File: src/rtl/fifo_arb_pkg.sv
// Shared types and width helpers for the FIFO write arbiter.
package fifo_arb_pkg;

    typedef enum logic {
        RUN   = 1'b0,
        DRAIN = 1'b1
    } arb_state_t;

    localparam int unsigned DEF_NUM_REQ    = 4;
    localparam int unsigned DEF_DATA_WIDTH = 8;
    localparam int unsigned DEF_FIFO_DEPTH = 4;

    // Bits needed to index n items (at least one bit).
    function automatic int unsigned idx_width(input int unsigned n);
        return (n > 1) ? $clog2(n) : 1;
    endfunction

    // Bits needed to hold the values 0..max_val inclusive.
    function automatic int unsigned cnt_width(input int unsigned max_val);
        return (max_val > 0) ? $clog2(max_val + 1) : 1;
    endfunction

endpackage

File: src/rtl/rr_priority_picker.sv
// Combinational round-robin picker: first eligible index starting at rr_ptr.
module rr_priority_picker
    import fifo_arb_pkg::*;
#(
    parameter int unsigned NUM_REQ = DEF_NUM_REQ
) (
    input  logic [NUM_REQ-1:0]            eligible,
    input  logic [idx_width(NUM_REQ)-1:0] rr_ptr,
    output logic [idx_width(NUM_REQ)-1:0] winner,
    output logic                          any_valid
);

    localparam int unsigned IDX_W = idx_width(NUM_REQ);

    int unsigned idx;

    // Scan rr_ptr, rr_ptr+1, ... (mod NUM_REQ) and keep the first hit.
    always_comb begin
        winner    = '0;
        any_valid = 1'b0;
        idx       = 0;
        for (int unsigned k = 0; k < NUM_REQ; k++) begin
            idx = (int'(rr_ptr) + k) % NUM_REQ;
            if (!any_valid && eligible[idx]) begin
                any_valid = 1'b1;
                winner    = IDX_W'(idx);
            end
        end
    end

endmodule

File: src/rtl/fifo_write_arbiter.sv
// Round-robin arbiter sharing one FIFO write port among NUM_REQ producers,
// with credit-based occupancy tracking and a drain handshake.
module fifo_write_arbiter
    import fifo_arb_pkg::*;
#(
    parameter int unsigned NUM_REQ    = DEF_NUM_REQ,
    parameter int unsigned DATA_WIDTH = DEF_DATA_WIDTH,
    parameter int unsigned FIFO_DEPTH = DEF_FIFO_DEPTH
) (
    input  logic                             clk,
    input  logic                             rst_n,
    input  logic [NUM_REQ-1:0]               req_valid,
    input  logic [NUM_REQ*DATA_WIDTH-1:0]    req_data,
    input  logic [NUM_REQ-1:0]               req_mask,
    output logic [NUM_REQ-1:0]               req_ready,
    output logic                             fifo_wr_en,
    output logic [DATA_WIDTH-1:0]            fifo_data_in,
    input  logic                             fifo_full,
    input  logic                             fifo_empty,
    input  logic                             fifo_rd_en,
    output logic [$clog2(NUM_REQ)-1:0]       grant_id,
    output logic [$clog2(FIFO_DEPTH+1)-1:0]  level,
    input  logic                             flush_req,
    output logic                             flush_done,
    output logic                             err_overflow
);

    localparam int unsigned IDX_W = idx_width(NUM_REQ);
    localparam int unsigned CW    = cnt_width(FIFO_DEPTH);

    arb_state_t        state, state_next;
    logic [IDX_W-1:0]  rr_ptr;
    logic [IDX_W-1:0]  winner;
    logic [CW-1:0]     credits;
    logic [NUM_REQ-1:0] eligible;
    logic              any_valid;
    logic              grant_ok;
    logic              rd_acc;
    logic              drain_done;

    assign eligible = req_valid & ~req_mask;
    assign rd_acc   = fifo_rd_en && !fifo_empty;
    assign level    = CW'(FIFO_DEPTH) - credits;

    rr_priority_picker #(
        .NUM_REQ (NUM_REQ)
    ) u_picker (
        .eligible  (eligible),
        .rr_ptr    (rr_ptr),
        .winner    (winner),
        .any_valid (any_valid)
    );

    // Grant decision and one-hot ready toward the winning producer.
    always_comb begin
        grant_ok  = (state == RUN) && !flush_req && (credits != '0) && any_valid;
        req_ready = '0;
        if (grant_ok) begin
            req_ready[winner] = 1'b1;
        end
    end

    // Next-state logic: RUN enters DRAIN on flush_req; DRAIN exits once all credits return.
    always_comb begin
        state_next = state;
        drain_done = 1'b0;
        case (state)
            RUN: begin
                if (flush_req) begin
                    state_next = DRAIN;
                end
            end
            DRAIN: begin
                if ((credits == CW'(FIFO_DEPTH)) && !fifo_wr_en) begin
                    drain_done = 1'b1;
                    state_next = RUN;
                end
            end
            default: state_next = RUN;
        endcase
    end

    // State register.
    always_ff @(posedge clk) begin
        if (!rst_n) begin
            state <= RUN;
        end else begin
            state <= state_next;
        end
    end

    // Credit counter: a grant consumes one credit, an accepted read returns one.
    always_ff @(posedge clk) begin
        if (!rst_n) begin
            credits <= CW'(FIFO_DEPTH);
        end else if (grant_ok && !rd_acc) begin
            credits <= credits - CW'(1);
        end else if (rd_acc && !grant_ok && (credits != CW'(FIFO_DEPTH))) begin
            credits <= credits + CW'(1);
        end
    end

    // Round-robin pointer advances past the winner on every grant.
    always_ff @(posedge clk) begin
        if (!rst_n) begin
            rr_ptr <= '0;
        end else if (grant_ok) begin
            rr_ptr <= (winner == IDX_W'(NUM_REQ - 1)) ? '0 : winner + IDX_W'(1);
        end
    end

    // Registered write port; data and id hold between writes.
    always_ff @(posedge clk) begin
        if (!rst_n) begin
            fifo_wr_en   <= 1'b0;
            fifo_data_in <= '0;
            grant_id     <= '0;
        end else begin
            fifo_wr_en <= grant_ok;
            if (grant_ok) begin
                fifo_data_in <= req_data[int'(winner)*DATA_WIDTH +: DATA_WIDTH];
                grant_id     <= winner;
            end
        end
    end

    // One-cycle flush_done pulse and sticky overflow flag.
    always_ff @(posedge clk) begin
        if (!rst_n) begin
            flush_done   <= 1'b0;
            err_overflow <= 1'b0;
        end else begin
            flush_done   <= drain_done;
            err_overflow <= err_overflow | (fifo_wr_en && fifo_full);
        end
    end

endmodule

File: config.mk
export PLATFORM = sky130hd
export DESIGN_NAME = fifo_write_arbiter
export DESIGN_NICKNAME = d
export VERILOG_FILES = /design/src/rtl/fifo_arb_pkg.sv /design/src/rtl/rr_priority_picker.sv /design/src/rtl/fifo_write_arbiter.sv
export SDC_FILE = /design/constraint.sdc
export NUM_CORES = 1
export LEC_CHECK = 0
export CAP_MARGIN = 30
export CORE_MARGIN = 1.5
export CORE_UTILIZATION = 38
export CTS_BUF_LIST = sky130_fd_sc_hd__clkbuf_16
export DETAILED_ROUTE_END_ITERATION = 10
export PLACE_DENSITY = 0.79
export SYNTH_ARGS = -nofsm -noshare
export SYNTH_HDL_FRONTEND = slang
export SYNTH_SLANG_ARGS = --single-unit
File: constraint.sdc
create_clock -name clk -period 3.7 [get_ports clk]
set_clock_uncertainty 0.15 [all_clocks]
set_input_delay 0.925 -clock clk [delete_from_list [all_inputs] [get_ports clk]]
set_output_delay 0.925 -clock clk [all_outputs]
set_load 0.02 [all_outputs]
Word-level counts from Yosys, hierarchy flattened:

Cells that the tools add are included.

* bits of input ports: 46
* register bits: 19
* output and inout port bits: 20
* word-level logic and storage cells: 79

* $lt $le $gt $ge: 6
* bitwise logic cells: 4
* reductions and logical operators: 24
* equal/unequal tests: 3
* shift operators: 1
* muxes and demuxes: 26
* $add $sub $neg: 7

Operators by type and width (count)
* $shiftx A32 B6 Y8: 1
* $lt A2 B3 Y1 const B: 5
* $logic_and A1 B1 Y1: 13
* $mux W1: 12
* $mux W2: 5
* $bmux W1 S2: 4
* $logic_not A1 Y1: 8
* $mux W3: 2
* $add A2 B1 Y2 const B: 2
* $add A2 B2 Y2 const B: 2
* $and A4 B4 Y4: 1
* $mux W4: 1
* $not A4 Y4: 1
* $add A3 B1 Y3 const B: 1
* $eq A3 B3 Y1 const B: 1
* $ne A3 B3 Y1 const B: 1
* $reduce_bool A3 Y1: 1
* $sub A3 B1 Y3 const B: 1
* $sub A3 B3 Y3 const A: 1
* $demux W1 S2: 1
* $eq A2 B2 Y1 const B: 1
* $ge A2 B1 Y1 const B: 1
* $pmux W1 S2: 1
* $reduce_and A2 Y1: 1
* other kinds (3): 3

Longest topological paths before layout:

Gate-level depths: netlist of run 1.

* depth in word-level cells: 20
* depth in mapped cells: 9
* gate-level depth less buffers: 9

Hierarchy:

A second synthesis of run 1 with hierarchy kept.

* cell total of the unflattened synthesis: 127
* area, all modules: 1188.6 um2

By module, submodules not included
* fifo_write_arbiter: seq. area each 380.4 um2, area each 1111.1 um2, cells each 112, instances 1
* rr_priority_picker: seq. area each 0.0 um2, area each 77.6 um2, cells each 15, instances 1

Worst setup path after synthesis of run 1:

No wires, ideal clock.

* kind: input to output
* start point: input port req_mask[0]
* end point: output port req_ready[1]
* path buffers: 1
* data required time: 2.625 ns
* setup slack: 0.370 ns
* data arrival time: 2.255 ns
* stages on the path: 7
* path through: or4b_4 -> o21ai_1 -> nor2_4 -> buf_6 -> inv_1 -> ha_1 -> and2_1

* cells in the longest elaborated chain, start to end: 19
* elaborated cells between the ends (all ways): 31
* those cells by class: order compare (2); mux (19); bitwise (2); reduce/logical (8)

RTL lines
* start, declared: line fifo_write_arbiter.sv:14 `input logic [NUM_REQ-1:0] req_mask,`
* $not A4 Y4 (*): line fifo_write_arbiter.sv:41 `assign eligible = req_valid & ~req_mask;`
* $and A4 B4 Y4 (*): line fifo_write_arbiter.sv:41
* $bmux W1 S2: line rr_priority_picker.sv:24 `if (!any_valid && eligible[idx]) begin`
* $mux W1 (not written as such): line rr_priority_picker.sv:24
* $mux W1: line rr_priority_picker.sv:24
* $logic_not A1 Y1: line rr_priority_picker.sv:24
* $logic_and A1 B1 Y1: line rr_priority_picker.sv:24
* $mux W1: line rr_priority_picker.sv:24
* [... 4 more ...]
* $logic_and A1 B1 Y1: line rr_priority_picker.sv:24
* $mux W2 (*): line rr_priority_picker.sv:24
* net u_picker.winner[1]: line rr_priority_picker.sv:9 `output logic [idx_width(NUM_REQ)-1:0] winner,`
* $lt A2 B3 Y1 (not written as such) or $ge A2 B1 Y1 (tied branches): line fifo_write_arbiter.sv:59 `req_ready[winner] = 1'b1;`
* $logic_and A1 B1 Y1 (not written as such): line fifo_write_arbiter.sv:59
* $mux W1 (not written as such): line fifo_write_arbiter.sv:59
* $demux W1 S2 (*): line fifo_write_arbiter.sv:59
* $mux W4 (*): line fifo_write_arbiter.sv:58 `if (grant_ok) begin`
* end, declared: line fifo_write_arbiter.sv:15 `output logic [NUM_REQ-1:0] req_ready,`

The timed path passes the listed nets; every way through them passes the cells marked *. The select of a mux whose other input is x is not followed.

Worst setup path after layout of run 1:

* start point: input port req_mask[1]
* end point: output port req_ready[1]

* cells in the longest elaborated chain, start to end: 19
* elaborated cells between the ends (all ways): 31
* those cells by class: order compare (2); mux (19); bitwise (2); reduce/logical (8)

RTL lines (line)
* $not A4 Y4 (*): fifo_write_arbiter.sv:41
* $and A4 B4 Y4 (*): fifo_write_arbiter.sv:41
* $bmux W1 S2: rr_priority_picker.sv:24
* $mux W1 (not written as such): rr_priority_picker.sv:24
* $mux W1: rr_priority_picker.sv:24
* $logic_not A1 Y1: rr_priority_picker.sv:24
* $logic_and A1 B1 Y1: rr_priority_picker.sv:24
* $mux W1: rr_priority_picker.sv:24
* [... 3 more ...]
* $logic_not A1 Y1: rr_priority_picker.sv:24
* $logic_and A1 B1 Y1: rr_priority_picker.sv:24
* $mux W2: rr_priority_picker.sv:24
* $lt A2 B3 Y1 (not written as such) or $ge A2 B1 Y1 (tied branches): fifo_write_arbiter.sv:59
* $logic_and A1 B1 Y1 (not written as such): fifo_write_arbiter.sv:59
* $mux W1 (not written as such): fifo_write_arbiter.sv:59
* $demux W1 S2: fifo_write_arbiter.sv:59
* $mux W4 (*): fifo_write_arbiter.sv:58

Every way passes the cells marked *; elsewhere a longest branch is shown, timed or not. The select of a mux whose other input is x is not followed.

==> results of run 1 <==
[final cells by class]
type	instances	area, um^2	share of cell area (%)
inverter	9	36.3	1.69
timing repair buffer	81	773	36.1
clock buffer	3	75.1	3.50
sequential	19	380	17.7
multi-input combinational	97	821	38.3
tap	44	55.1	2.57
clock inverter	1	3.75	0.175
[cell families after synthesis]
| kind of cell | after synthesis | synth area share (%) |
|---|---|---|
| multiplexers | 18 | 15.1 |
| flip-flops | 19 | 31.6 |
| AO/OA/AOI/OAI | 22 | 14.1 |
| buffers and inverters | 13 | 4.98 |
| adder cells (fa/ha/maj) | 8 | 8.93 |
| AND/OR/NAND/NOR | 49 | 25.3 |
[final timing paths]
kind                start            to  slack, ns  cells past startpoint
max           req_mask[1]  req_ready[1]      -0.02                      9
min          err_overflow  err_overflow       0.32                      2
max reg2reg    credits[0]    credits[2]       0.70                     10
min reg2reg  err_overflow  err_overflow       0.32                      2
[cell usage after synthesis (2+ instances only)]
| cell type | number |
|---|---|
| sky130_fd_sc_hd__a21oi_1 | 5 |
| sky130_fd_sc_hd__and2_1 | 4 |
| sky130_fd_sc_hd__clkbuf_1 | 2 |
| sky130_fd_sc_hd__dfxtp_1 | 19 |
| sky130_fd_sc_hd__ha_1 | 7 |
| sky130_fd_sc_hd__inv_1 | 8 |
| sky130_fd_sc_hd__mux2i_1 | 17 |
| sky130_fd_sc_hd__nand2_1 | 10 |
| sky130_fd_sc_hd__nand2b_1 | 3 |
| sky130_fd_sc_hd__nand3_1 | 9 |
| sky130_fd_sc_hd__nor2_1 | 2 |
| sky130_fd_sc_hd__nor2b_1 | 4 |
| sky130_fd_sc_hd__nor3_1 | 4 |
| sky130_fd_sc_hd__o221ai_1 | 8 |
| sky130_fd_sc_hd__or3_1 | 2 |
[stage by stage]
step | power (mW) | instances | setup WS (ns) | hold slack (ns) | TNS (ns)
floorplan | 0.394 | 129 | 0.370 | 0.304 | 0
global placement | 0.521 | 247 | -0.396 | 0.300 | -1.48
detailed placement | 0.529 | 247 | -0.446 | 0.312 | -1.60
CTS | 0.748 | 251 | -0.0144 | 0.324 | -0.0144
global route | 0.799 | 254 | -0.0794 | 0.351 | -0.171
finish | 0.764 | 254 | -0.0215 | 0.316 | -0.0215
[state kept, by name, indices dropped and copies added, names as in the netlist]
signal	cells
fifo_data_in	8
credits	3
grant_id	2
rr_ptr	2
err_overflow	1
fifo_wr_en	1
flush_done	1
state	1
[cells in the final DEF, fill, tap and decap left out, types with 3 or more instances in the layout]
master / netlist / layout
sky130_fd_sc_hd__dlymetal6s2s_1: 0 / 4
sky130_fd_sc_hd__a21oi_1: 5 / 5
sky130_fd_sc_hd__inv_1: 8 / 8
sky130_fd_sc_hd__o221ai_1: 8 / 8
sky130_fd_sc_hd__clkbuf_16: 0 / 3
sky130_fd_sc_hd__dfxtp_1: 19 / 19
sky130_fd_sc_hd__nand2_1: 10 / 10
sky130_fd_sc_hd__nor3_1: 4 / 4
sky130_fd_sc_hd__ha_1: 7 / 6
sky130_fd_sc_hd__and2_1: 4 / 3
sky130_fd_sc_hd__mux2i_1: 17 / 17
sky130_fd_sc_hd__nor2b_1: 4 / 3
sky130_fd_sc_hd__nand3_1: 9 / 9
sky130_fd_sc_hd__clkdlybuf4s50_1: 0 / 57
sky130_fd_sc_hd__buf_4: 1 / 16
[worst max-delay path, stage by stage]
cell and delay, ns:
sky130_fd_sc_hd__clkdlybuf4s50_1 0.55, sky130_fd_sc_hd__nand2b_4 0.18, sky130_fd_sc_hd__a311oi_2 0.09, sky130_fd_sc_hd__buf_4 0.15
sky130_fd_sc_hd__nor2_4 0.17, sky130_fd_sc_hd__inv_2 0.08, sky130_fd_sc_hd__ha_1 0.21, sky130_fd_sc_hd__and2_1 0.14
sky130_fd_sc_hd__buf_4 0.15
[power breakdown]
group	leakage [nW]	internal, mW	switching, mW
Clock	0.0423	0.144	0.0762
Sequential	0.156	0.226	0.0155
Combinational	0.715	0.162	0.140
Total	0.913	0.532	0.231
[metal layers]
| metal | share of wire, % | wire length, um |
|---|---|---|
| met5 | 0 | 0 |
| met4 | 2.2 | 84 |
| met3 | 3.4 | 129 |
| met2 | 57 | 2180 |
| met1 | 37 | 1430 |
[repair_timing]
action	in CTS	in global routing
setup buffers	0	3
pin swaps	2	4
resized for setup	19	18
setup endpoints to repair	4	3
==> results by stage, run 1 <==
Outcome:
- The run finished, with violations left.
- The checks that failed: setup timing.

Finish:
- The post-route cell area is 2140 um^2.
- The area growth from synthesis to layout is 78.0%.
- For this run, the share of the core covered by cells in the final layout is 70.8%.
- The number of diodes added for antenna fixing is 0.
- The share of final-layout standard cells stronger than drive strength 1 is 20.5%.
- The filler cell count in the final layout is 227.
- In the final design database the tool counted 265 nets.

Worst setup path:
- The critical path is of the in -> out type.
- In this run the worst path has a maximum fanout of 4.
- The nature of the critical path endpoint is a primary output.
- For the worst setup path, the data required time is 2.62 ns.
- The arrival time at the worst endpoint is 2.65 ns.
- STA classifies the critical path startpoint as a primary input.

Clock network:
- For the worst-skew pair, the clock arrives at the later sink with an insertion delay of 0.25 ns.
- After clock tree synthesis, the clock-pin slew on the worst setup and hold paths is 0.05 ns.
- In this run the number of H-tree levels came out at 1.
- The total clock sinks is 19.
- The worst-case clock buffer depth is 2.
- Buffers inserted during clock tree synthesis total 3.
- TritonCTS built the clock tree.
- The library cell used as clock root buffer is sky130_fd_sc_hd__clkbuf_16.
- The number of buffers inserted for hold repair after clock tree synthesis is 0.

GRT:
- In this run the most used layer during global routing was met2.
- The met2 routing resource usage after global routing is 37.5%.
- The largest net degree at the start of global routing is 17.
- The via count of the first global-routing pass is 1232.
- The total routing usage reported by global routing is 20.4%.
- The met3 routing resource usage after global routing is 1.75%.
- The total overflow left after global routing is 0.
- Global routing used 23.6% of the available met1 tracks.
- The number of antenna violations at the first check in global routing is 0.
- The first global-routing pass estimated 5460 um of wire.

Timing:
- Setup repair after global routing could not meet its margin everywhere.
- For the pin with the worst max-slew slack, the measured transition is 0.602 ns.
- The number of pins exceeding their max-slew limit in the final report is 0.
- The highest clock rate is 0.269 GHz.
- The count of endpoints failing setup in the final report is 1.
- The number of endpoints with negative hold slack in the final report came to 0.
- The smallest clock period supported by the final layout is computed as 3.72 ns.
- In this run the tightest slew margin relative to its limit is 59.7%.
- The final worst setup slack is -0.0215 ns.
- In the finished design, the share of the clock period the worst path needs comes to 101%.

Synth:
- The count of synthesis-stage warnings from yosys is 0.
- Synthesis produced 129 cells.
- Sequential elements use 31.6% of the synthesized area.
- Among all flip-flop cells after synthesis, the most frequent one is sky130_fd_sc_hd__dfxtp_1.
- In this run, synthesis inferred 0 flip-flops with an integrated enable.
- The post-synthesis cell type with the largest combined area is sky130_fd_sc_hd__dfxtp_1.
- The portion of synthesized cell area occupied by the leading cell type is 31.6%.
- Counting flops with an async set or reset pin after synthesis yields a share of 0%.
- The net count after synthesis is 183.
- In this run the mean area of a mapped cell was 9.34 um^2.
- The number of distinct library cell variants in the gate-level netlist after synthesis is 40.
- The number of flip-flops and latches in the synthesized netlist is 19.
- Sorting the synthesized cells by area gives the leading types as sky130_fd_sc_hd__dfxtp_1, sky130_fd_sc_hd__mux2i_1, sky130_fd_sc_hd__ha_1.
- The synthesized netlist occupies a cell area of 1200 um^2.

Die:
- From left edge to right edge, the die measures 59.3 um.
- The area enclosed by the die boundary is 3520 um^2.
- The floorplan has 20 rows.
- The vertical die dimension is 59.3 um.
- In this run the count of I/O pins placed on the die edge is 66.
- The region available for standard cell placement spans 3030 um^2.
- The effective utilization at floorplan is 39.8%.

Job:
- Max-cap violations in this run came to 0.

Route:
- In this run the remaining antenna-violating nets after routing total 0.
- The detailed-routing iteration count for the pre-antenna-repair pass is 4.
- The routed layout has 1321 vias.
- Dividing the detail-routed via count by the number of cells gives 5.20.
- After the first detailed-routing iteration, the DRC count stood at 66.
- The residual DRC count is 0.
- The routed design has 3820 um of wire.
- In the final routed layout, each cell accounts on average for 15.0 um.

Placed design:
- In this run the cell area measured after placement is 1980 um^2.
- The HPWL after detailed placement is 2780 um.
- The global placer's final weighted congestion is 0.839.
- The count of buffers added on input and output ports is 65.

Power:
- The static power due to leakage is 0.913 nW.
- Power spread over the standard cell area amounts to 356 nW/um^2.
- The worst voltage drop across the vdd grid is 0.185 mV.

Hold path:
- The path class of the tightest hold or removal check is reg -> reg.
Power figures use the tool's default switching activity.
==> run 2, diff against run 1 <==
Settings changed: SETUP_SLACK_MARGIN from default to 0.02.
==> results by stage, run 2 (same netlist as run 1, synthesis figures left out) <==
Outcome:
- The run finished with clean final reports.

Clock network:
- TritonCTS built the clock tree.
- The tree built by TritonCTS fans out to 19 sinks.
- The clock-pin slew on the worst setup and hold paths is 0.05 ns.
- In this run the number of H-tree levels came out at 1.
- Counting the buffers created by CTS gives 3.
- The later pin in the worst-skew pair is clocked with a latency of 0.25 ns.
- In this run, post-CTS hold repair placed 0 buffers.
- The worst-case clock buffer depth is 2.
- The library cell used as clock root buffer is sky130_fd_sc_hd__clkbuf_16.

Worst setup path:
- STA classifies the critical path endpoint as a primary output.
- In this run the register-to-register setup slack is 0.70 ns.
- The peak fanout along the critical path is 4.
- The category of the worst setup path launch point is a primary input.
- The startpoint-to-endpoint class of the critical path is in -> out.
- The startpoint of the most critical register-to-register path is credits[0].
- Measured in cells, the most critical reg-to-reg path has a length of 10.
- STA puts the critical path data arrival time at 2.60 ns.
- The endpoint of the lowest-slack register-to-register path is credits[2].
- The data required time at the worst endpoint is 2.62 ns.

Die:
- In this run the standard cell core region covers 3030 um^2.
- The count of pins on the block boundary is 66.
- The area enclosed by the die boundary is 3520 um^2.
- The die is 59.3 um tall.
- The die outline width is 59.3 um.
- The effective utilization at floorplan is 39.8%.
- The floorplan has 20 rows.

Timing:
- The worst-case headroom to the max-slew limit is 59.9%.
- Setup violations remaining at the end of the flow were counted as 0.
- Across all hold checks on the routed design, the worst slack comes to 0.316 ns.
- The highest clock rate is 0.272 GHz.
- In the finished design, the share of the clock period the worst path needs comes to 99.3%.
- The summed negative setup slack over all endpoints is 0 ns.
- The clock period minus final worst setup slack is 3.67 ns.
- The number of pins exceeding their max-slew limit in the final report was 0.
- The number of endpoints with negative hold slack in the final report was 0.
- Setup repair after global routing could not meet its margin everywhere.
- The slew at the pin closest to its max-slew limit is 0.600 ns.

Finish:
- At the end of the flow the core is filled with cells to 71.1%.
- The final cell count without fillers is 254.
- The area growth from synthesis to layout is 78.7%.
- The register with the most flip-flops in the layout has 8 of them.
- fifo_data_in holds more flip-flops than any other register.
- The post-route netlist has 21.0% of its cells at a drive strength greater than 1.
- The final layout net count is 265.
- The library cells used most frequently in the layout, excluding fill and tap cells, are sky130_fd_sc_hd__clkdlybuf4s50_1, sky130_fd_sc_hd__dfxtp_1, sky130_fd_sc_hd__mux2i_1.
- The number of diodes added for antenna fixing is 0.
- The largest registers in the layout are fifo_data_in x8, credits x3.
- The most common cell after layout, fill and taps aside is sky130_fd_sc_hd__clkdlybuf4s50_1.

Route:
- The number of DRC violations after detailed-routing iteration 0 is 56.
- The detail route stage leaves a number of antenna-violating nets equal to 0.
- The detailed-routing iteration count for the pre-antenna-repair pass is 4.
- The total number of vias is 1326.
- In the final routed layout, each cell accounts on average for 14.7 um.
- Dividing the detail-routed via count by the number of cells gives 5.22.
- The routed wire length is 3740 um.
- After detailed routing, the number of remaining DRC violations is 0.

Power:
- The power density over the cells is 355 nW/um^2.
- The design draws 764 uW.
- The worst-case IR drop observed on VDD is 0.185 mV.
- The static power due to leakage is 0.915 nW.

GRT:
- Global routing consumed, over all layers together, 20.4% of the routing resources.
- The global-route wire length before repair is 5460 um.
- The total global routing overflow is 0.
- The number of antenna violations at the first check in global routing is 0.
- The via count of the first global-routing pass is 1232.
- Entering global routing, the biggest net connects 17 pins.

Hold path:
- The end of the worst hold path is err_overflow.
- The startpoint identified for the worst hold timing path is err_overflow.
- The number of stages on the worst hold path is 2.
- The worst hold path belongs to the class reg -> reg.

Placed design:
- The global placer's final weighted congestion is 0.839.
- The count of buffers from port buffering is 65.
- The final HPWL from detailed placement is 2780 um.
- After detailed placement, the design holds a cell count of 247.

Job:
- The tool flagged a number of max-cap violations equal to 0.
-- run 2: cell type report --
| type | count | area (um^2) |
|---|---|---|
| Inverter | 9 | 36.3 |
| Sequential cell | 19 | 380 |
| Clock inverter | 1 | 3.75 |
| Fill cell | 228 | 875 |
| Timing Repair Buffer | 81 | 779 |
| Multi-Input combinational cell | 97 | 823 |
| Tap cell | 44 | 55.1 |
| Clock buffer | 3 | 75.1 |
-- run 2: metal layers --
metal  share of wire (%)  wire length [um]  global-route usage, %
met5                   0                 0                      0
met4                 2.2                84                   9.09
met3                 3.6               135                   1.75
met2                  56              2080                   37.5
met1                  39              1440                   23.6
-- run 2: worst max-delay path, cell delays in order --
cell,delay (ns)
sky130_fd_sc_hd__clkdlybuf4s50_1,0.45
sky130_fd_sc_hd__nor2b_1,0.12
sky130_fd_sc_hd__buf_4,0.14
sky130_fd_sc_hd__a21oi_1,0.05
sky130_fd_sc_hd__or3_4,0.43
sky130_fd_sc_hd__inv_4,0.09
sky130_fd_sc_hd__ha_1,0.15
sky130_fd_sc_hd__and2_4,0.14
sky130_fd_sc_hd__buf_6,0.11
-- run 2: report_power, final --
part           switching [mW]  internal, mW  leakage [nW]
registers              0.0157         0.226         0.156
logic                   0.139         0.163         0.717
clock network          0.0762         0.144        0.0423
-- run 2: stage by stage --
stage,setup WS [ns],area [um^2]
2_1_floorplan,0.370,1200
3_3_place_gp,-0.396,1980
3_5_place_dp,-0.446,1980
4_1_cts,-0.0144,2050
5_1_grt,-0.0324,2150
6_report,0.0263,2150
-- run 2: worst max path at each step --
stage                       from      endpoint  slack [ns]  cells after the start
finish              req_valid[3]  req_ready[1]        0.03                      9
detailed placement  req_valid[1]  req_ready[3]       -0.45                      8
global placement    req_valid[1]  req_ready[3]       -0.40                      8
global route        req_valid[2]  req_ready[0]       -0.03                      9
floorplan            req_mask[0]  req_ready[1]        0.37                      7
CTS                 req_valid[0]  req_ready[3]       -0.01                      8
-- run 2: repair_timing --
item                       in CTS  in global routing
hold endpoints to repair        0                  0
pin swaps                       2                  4
buffers inserted                0                  3
setup endpoints to repair       4                  4
resized for setup              19                 21
